<file path="src/rtl/raid_rebuild_ctrl.sv">
// ---------------------------------------------------------------------------
// raid_rebuild_ctrl
//
// Purpose:
//    Rebuilds one failed disk of a 3-disk RAID5 array, one row at a time.
//    For each row it reads the two surviving disks, then pulses the recovery
//    writer to rebuild that row onto the failed disk. It then waits for the
//    memory write handshake before moving on to the next row.
//
// Ports:
//    i_clk          system clock, rising edge
//    i_reset        asynchronous, active-high reset
//    i_start        begin a rebuild (only looked at while idle)
//    i_disk_stat    per-disk health, 1 = healthy; exactly one disk may be down
//    i_abort        cancel the run in progress
//    i_rd_valid     read data for the current row is valid
//    i_wr_done      write of the current row has completed
//    o_rd_en        per-disk read enables (the latched surviving-disk mask)
//    o_rd_addr      row address for the reads
//    o_rec_enable   1-cycle pulse: recovery writer captures and writes the row
//    o_last_op      high together with o_rec_enable on the final row
//    o_busy         high whenever a rebuild is in progress
//    o_done         1-cycle pulse when the rebuild completes
//    o_error        sticky error flag, cleared by the next accepted start
//    o_err_code     00 none, 01 bad disk_stat, 10 abort, 11 timeout
//
// Build option:
//    RAID_TIMEOUT_EN  when defined, each read/write wait gives up after
//                     TIMEOUT cycles with err_code 11; otherwise the waits
//                     hold indefinitely.
// ---------------------------------------------------------------------------
module raid_rebuild_ctrl #(
    parameter int ADDR_W   = 8,
    parameter int NUM_ROWS = 4,
    parameter int TIMEOUT  = 16
) (
    input  logic              i_clk,
    input  logic              i_reset,
    input  logic              i_start,
    input  logic [2:0]        i_disk_stat,
    input  logic              i_abort,
    input  logic              i_rd_valid,
    input  logic              i_wr_done,
    output logic [2:0]        o_rd_en,
    output logic [ADDR_W-1:0] o_rd_addr,
    output logic              o_rec_enable,
    output logic              o_last_op,
    output logic              o_busy,
    output logic              o_done,
    output logic              o_error,
    output logic [1:0]        o_err_code
);

    typedef enum logic [2:0] {
        IDLE,
        RD_REQ,
        RD_WAIT,
        WR_ISSUE,
        WR_WAIT,
        DONE
    } stateT;

    localparam logic [ADDR_W-1:0] LAST_ROW = ADDR_W'(NUM_ROWS - 1);

    // A misconfigured instance (row count outside the address range, or a
    // zero timeout) refuses every start instead of running off the end.
    localparam bit CFG_OK = (NUM_ROWS >= 1) && (NUM_ROWS <= (2 ** ADDR_W)) && (TIMEOUT >= 1);

    localparam logic [1:0] ERR_NONE    = 2'b00;
    localparam logic [1:0] ERR_BADSTAT = 2'b01;
    localparam logic [1:0] ERR_ABORT   = 2'b10;
    localparam logic [1:0] ERR_TIMEOUT = 2'b11;

    stateT             r_state;
    logic [2:0]        r_mask;
    logic [ADDR_W-1:0] r_row;

    logic              w_statLegal;
    logic              w_lastRow;
    logic [ADDR_W-1:0] w_nextRow;

    // A start is only accepted when exactly one disk reports failed; the
    // surviving-disk mask is then exactly the pattern to read from.
    assign w_statLegal = CFG_OK && ((i_disk_stat == 3'b011) ||
                                    (i_disk_stat == 3'b101) ||
                                    (i_disk_stat == 3'b110));

    // The row counter stops at the last row instead of wrapping, so the
    // increment is only ever used when we are not on the last row.
    assign w_lastRow = (r_row == LAST_ROW);
    assign w_nextRow = r_row + ADDR_W'(1);

`ifdef RAID_TIMEOUT_EN
    localparam int WAIT_W = $clog2(TIMEOUT + 1);

    logic [WAIT_W-1:0] r_waitCnt;
    logic              w_waitExpired;

    // The counter holds the number of handshake-less cycles already spent
    // in the current wait state, so the TIMEOUT-th such cycle is the one
    // that sees TIMEOUT-1 here; a handshake in that same cycle still wins.
    assign w_waitExpired = (r_waitCnt == WAIT_W'(TIMEOUT - 1));
`endif

    // Main sequencer. State and every output are registered together so
    // each output is a clean function of the state being entered. Pulse
    // outputs default low every cycle and are only raised on the transition
    // into the state that owns them. Abort from any active state wins over
    // whatever handshake arrives in the same cycle.
    always_ff @(posedge i_clk or posedge i_reset) begin
        if (i_reset) begin
            r_state      <= IDLE;
            r_mask       <= '0;
            r_row        <= '0;
            o_rd_en      <= '0;
            o_rd_addr    <= '0;
            o_rec_enable <= 1'b0;
            o_last_op    <= 1'b0;
            o_busy       <= 1'b0;
            o_done       <= 1'b0;
            o_error      <= 1'b0;
            o_err_code   <= ERR_NONE;
`ifdef RAID_TIMEOUT_EN
            r_waitCnt    <= '0;
`endif
        end else begin
            o_rd_en      <= '0;
            o_rec_enable <= 1'b0;
            o_last_op    <= 1'b0;
            o_done       <= 1'b0;

            if ((r_state != IDLE) && i_abort) begin
                r_state    <= IDLE;
                o_busy     <= 1'b0;
                o_error    <= 1'b1;
                o_err_code <= ERR_ABORT;
            end else begin
                case (r_state)
                    IDLE: begin
                        if (i_start) begin
                            if (w_statLegal) begin
                                r_mask     <= i_disk_stat;
                                r_row      <= '0;
                                o_error    <= 1'b0;
                                o_err_code <= ERR_NONE;
                                o_busy     <= 1'b1;
                                o_rd_en    <= i_disk_stat;
                                o_rd_addr  <= '0;
                                r_state    <= RD_REQ;
                            end else begin
                                o_error    <= 1'b1;
                                o_err_code <= ERR_BADSTAT;
                            end
                        end
                    end

                    RD_REQ: begin
`ifdef RAID_TIMEOUT_EN
                        r_waitCnt <= '0;
`endif
                        r_state   <= RD_WAIT;
                    end

                    RD_WAIT: begin
                        if (i_rd_valid) begin
                            o_rec_enable <= 1'b1;
                            o_last_op    <= w_lastRow;
                            r_state      <= WR_ISSUE;
`ifdef RAID_TIMEOUT_EN
                        end else if (w_waitExpired) begin
                            o_busy     <= 1'b0;
                            o_error    <= 1'b1;
                            o_err_code <= ERR_TIMEOUT;
                            r_state    <= IDLE;
                        end else begin
                            r_waitCnt <= r_waitCnt + WAIT_W'(1);
`endif
                        end
                    end

                    WR_ISSUE: begin
`ifdef RAID_TIMEOUT_EN
                        r_waitCnt <= '0;
`endif
                        r_state   <= WR_WAIT;
                    end

                    WR_WAIT: begin
                        if (i_wr_done) begin
                            if (w_lastRow) begin
                                o_done  <= 1'b1;
                                r_state <= DONE;
                            end else begin
                                r_row     <= w_nextRow;
                                o_rd_en   <= r_mask;
                                o_rd_addr <= w_nextRow;
                                r_state   <= RD_REQ;
                            end
`ifdef RAID_TIMEOUT_EN
                        end else if (w_waitExpired) begin
                            o_busy     <= 1'b0;
                            o_error    <= 1'b1;
                            o_err_code <= ERR_TIMEOUT;
                            r_state    <= IDLE;
                        end else begin
                            r_waitCnt <= r_waitCnt + WAIT_W'(1);
`endif
                        end
                    end

                    DONE: begin
                        o_busy  <= 1'b0;
                        r_state <= IDLE;
                    end

                    default: begin
                        o_busy  <= 1'b0;
                        r_state <= IDLE;
                    end
                endcase
            end
        end
    end

endmodule

</file>
<file path="config.mk">
export PLATFORM = sky130hd
export DESIGN_NAME = raid_rebuild_ctrl
export DESIGN_NICKNAME = d
export VERILOG_FILES = /design/src/rtl/raid_rebuild_ctrl.sv
export SDC_FILE = /design/constraint.sdc
export NUM_CORES = 1
export LEC_CHECK = 0
export ABC_AREA = 1
export BUFFER_PORTS_ARGS = -buffer_cell sky130_fd_sc_hd__buf_2
export CAP_MARGIN = 5
export CORE_ASPECT_RATIO = 0.6
export CORE_MARGIN = 2
export CORE_UTILIZATION = 40
export DETAILED_ROUTE_END_ITERATION = 7
export PLACE_DENSITY = 0.69
export SYNTH_ARGS = -nofsm -noshare
export SYNTH_HDL_FRONTEND = slang
export SYNTH_SLANG_ARGS = --single-unit
</file>
<file path="constraint.sdc">
create_clock -name i_clk -period 2.7 [get_ports i_clk]
set_input_delay 0.135 -clock i_clk [delete_from_list [all_inputs] [get_ports i_clk]]
set_output_delay 0.135 -clock i_clk [all_outputs]
set_load 0.01 [all_outputs]
</file>
==> flow_summary.ini <==
[status]
status = finished, final reports clean

[floorplan]
die_w_um = 79.76
core_um2 = 3283
dieArea_um2 = 3945
ios = 27
die_height_um = 49.46
row_count = 16
start_util = 0.4196

[sta]
finClkSkew_ns = 0.003909
setup_tns_ns = 0
post-route-period-util = 0.5474
worst_slack_ns = 1.222
max_freq_ghz = 0.6766
tightest_slew_ns = 0.9048
relSlewSlack = 0.3961
hold_viol = 0
setup_viol = 0
fin_crit_ns = 1.478
slew_violations = 0
grt_setup_unrepaired = no

[clocking]
cts_tree = built
postCtsHoldBufs = 0
postCtsSetupBuffers = 0
numClockSinks = 24
clock_path_buffers = 2
htreeDepth = 1
clockRootBuffer = clkbuf_8
clock_latency_ns = 0.27
cts_made_buffers = 3
cts_resized = 0
path_clk_slew_ns = 0.09

[synthesis]
ys_seq_elements = 24
seq_area_frac_synth = 0.4360
synth_area_per_cell_um2 = 7.827
synth_cell_types = 28
synth_edf_count = 0
synth_most_common_cell = nand2_1
synthFlopType = dfrtp_1
syn_inst = 176
ys_warn_count = 0
async_reset_ff_frac = 1.000
netlist_top_cells_area = dfrtp_1 (44%), nand2_1 (16%), nand3_1 (4.7%), inv_1 (4.6%), nor2_1 (3.8%)
syn_area_um2 = 1378
synth_nets = 186
synth_top_area_share = 0.4360
synth_common_cells = nand2_1 (57), dfrtp_1 (24), inv_1 (17)
synth_top_cell_by_area = dfrtp_1

[power_and_ir_drop]
p_leak_nw = 0.8540
finalPower_mw = 1.401
combPwrFrac = 0.418
power_frac_seq = 0.358
power_density_nw_per_um2 = 865.2
clkPwrFrac = 0.224
p_int_mw = 0.8259
swShare = 0.4104
vdd_drop_max_mv = 0.3145
switchingPower_mw = 0.5749

[setup_path]
critPathKind = flip-flop to flip-flop
startpoint_type = flip-flop
required_ns = 2.86
cp_max_fo = 8
end_kind = flip-flop
crit_arrival_ns = 1.64

[drt]
drtPass1Iterations = 4
viasPerCell = 4.687
ant_nets = 0
dr_total_vias = 1167
wl_per_cell_um = 11.37
drc_errors = 0
drtIter0Drc = 96
wirelength_mm = 2.830

[layout]
layout-drive-gt1-share = 0.2696
area_delta_synth_final_pct = 17.53
final.fill_count = 328
nets = 215
insertedDiodeCount = 0
fin_util = 0.4931
final_cell_area_um2 = 1619

[placed_design]
gp_congestion = 0.8793
dpl.hpwl_mm = 2.095
dp_slack_ns = 1.248
io_buffers = 26
placed_area_um2 = 1548

[grt]
grt_pass1_wl_mm = 4.754
antenna_found_initial = 0
grt_start_max_net_pins = 25
globalRouteOverflowTotal = 0
first_global_vias = 1058
grt_usage = 0.1542

[min_path]
hold_class = input port to async pin

[flow_run]
maxCapViolCount = 0
-- cells by family (layout without fill, tap and decap cells) --
kind of cell,count (synthesis),after routing,share of synthesized area
AOI/OAI and AO/OA,14,14,0.05359
xor gates and xnor gates,3,3,0.01908
adders and majority gates,1,1,0.009081
buffers and inverters,25,53,0.07810
DFF,24,24,0.4360
and+or+nand+nor,109,109,0.4042
-- layout by cell type (no fill, tap or decap) --
cell type	netlist	final
xor2_1	1	1
ha_1	1	1
nor2_4	4	4
bufinv_16	0	1
inv_1	17	17
nor2_2	2	2
dfrtp_1	24	24
nor4_2	1	1
inv_4	2	2
o21ai_0	4	4
nand4_1	2	2
nor2_8	1	1
a21oi_1	8	8
nand2_1	57	57
nand3_2	1	1
o21ai_1	1	1
nor4_1	2	2
inv_2	4	4
nand3b_1	1	1
nor3_1	2	2
nand3_1	13	13
nand2_4	3	3
a21oi_2	1	1
xnor2_1	2	2
clkbuf_8	0	3
nor2_1	14	14
buf_2	1	26
nand2_2	5	5
nand3_4	1	1
-- critical path, stage by stage, from the launching register on --
cell and delay [ns]:
dfrtp_1 0.43, ha_1 0.28, nand2_1 0.09, nor2_2 0.19
nand2_2 0.08, nand2_2 0.11, nor2_8 0.07, nand2_1 0.06
nand2_1 0.05
-- layout make-up --
cell class                 instances  area, µm²  area share
tap                               45      56.30     0.03478
clock inverter                     1      30.03     0.01855
clock buffer                       3      41.29     0.02550
inverter                          23      91.34     0.05641
multi-input combinational        127      669.4      0.4134
timing repair buffer              26      130.1     0.08037
sequential                        24      600.6      0.3709
-- final timing paths --
check | from | to | slack [ns] | cells past startpoint
setup / recovery | r_row[0] | r_row[6] | 1.22 | 8
hold / removal | i_reset | r_row[4] | 0.05 | 2
setup reg to reg | r_row[0] | r_row[6] | 1.22 | 8
hold reg to reg | r_mask[0] | r_mask[0] | 0.48 | 2
max in group asynchronous | i_reset | r_row[3] | 2.09 | 2
min in group i_clk | i_abort | r_state[1] | 0.11 | 2
-- layer usage --
| metal | track usage | wire (µm) |
|---|---|---|
| met1 | 0.2245 | 1444 |
| met5 | 0 | 0 |
| met2 | 0.2311 | 1213 |
| met4 | 0.01977 | 11 |
| met3 | 0.04945 | 161 |
-- registers in the layout (all words and copies together), names as in the netlist, 2 cells and up --
| register | flops |
|---|---|
| r_mask | 3 |
| o_err_code | 2 |
| o_rd_en | 3 |
| r_row | 8 |
| r_state | 3 |
-- power by group through the flow --
stage	clock network (mW)	logic [mW]	registers, mW
after floorplan	0	0.434	0.519
after global placement	0	0.581	0.504
after detailed placement	0	0.583	0.505
after CTS	0.321	0.590	0.501
after global routing	0.336	0.645	0.513
final	0.314	0.586	0.501
-- per-stage QoR --
stage | std cells | hold WS, ns
after global routing | 249 | 0.1132
after global placement | 245 | 0.3813
after detailed placement | 245 | 0.3781
after CTS | 249 | 0.08033
after floorplan | 176 | 0.1496
final | 249 | 0.04640
Power figures use the tool's default switching activity.
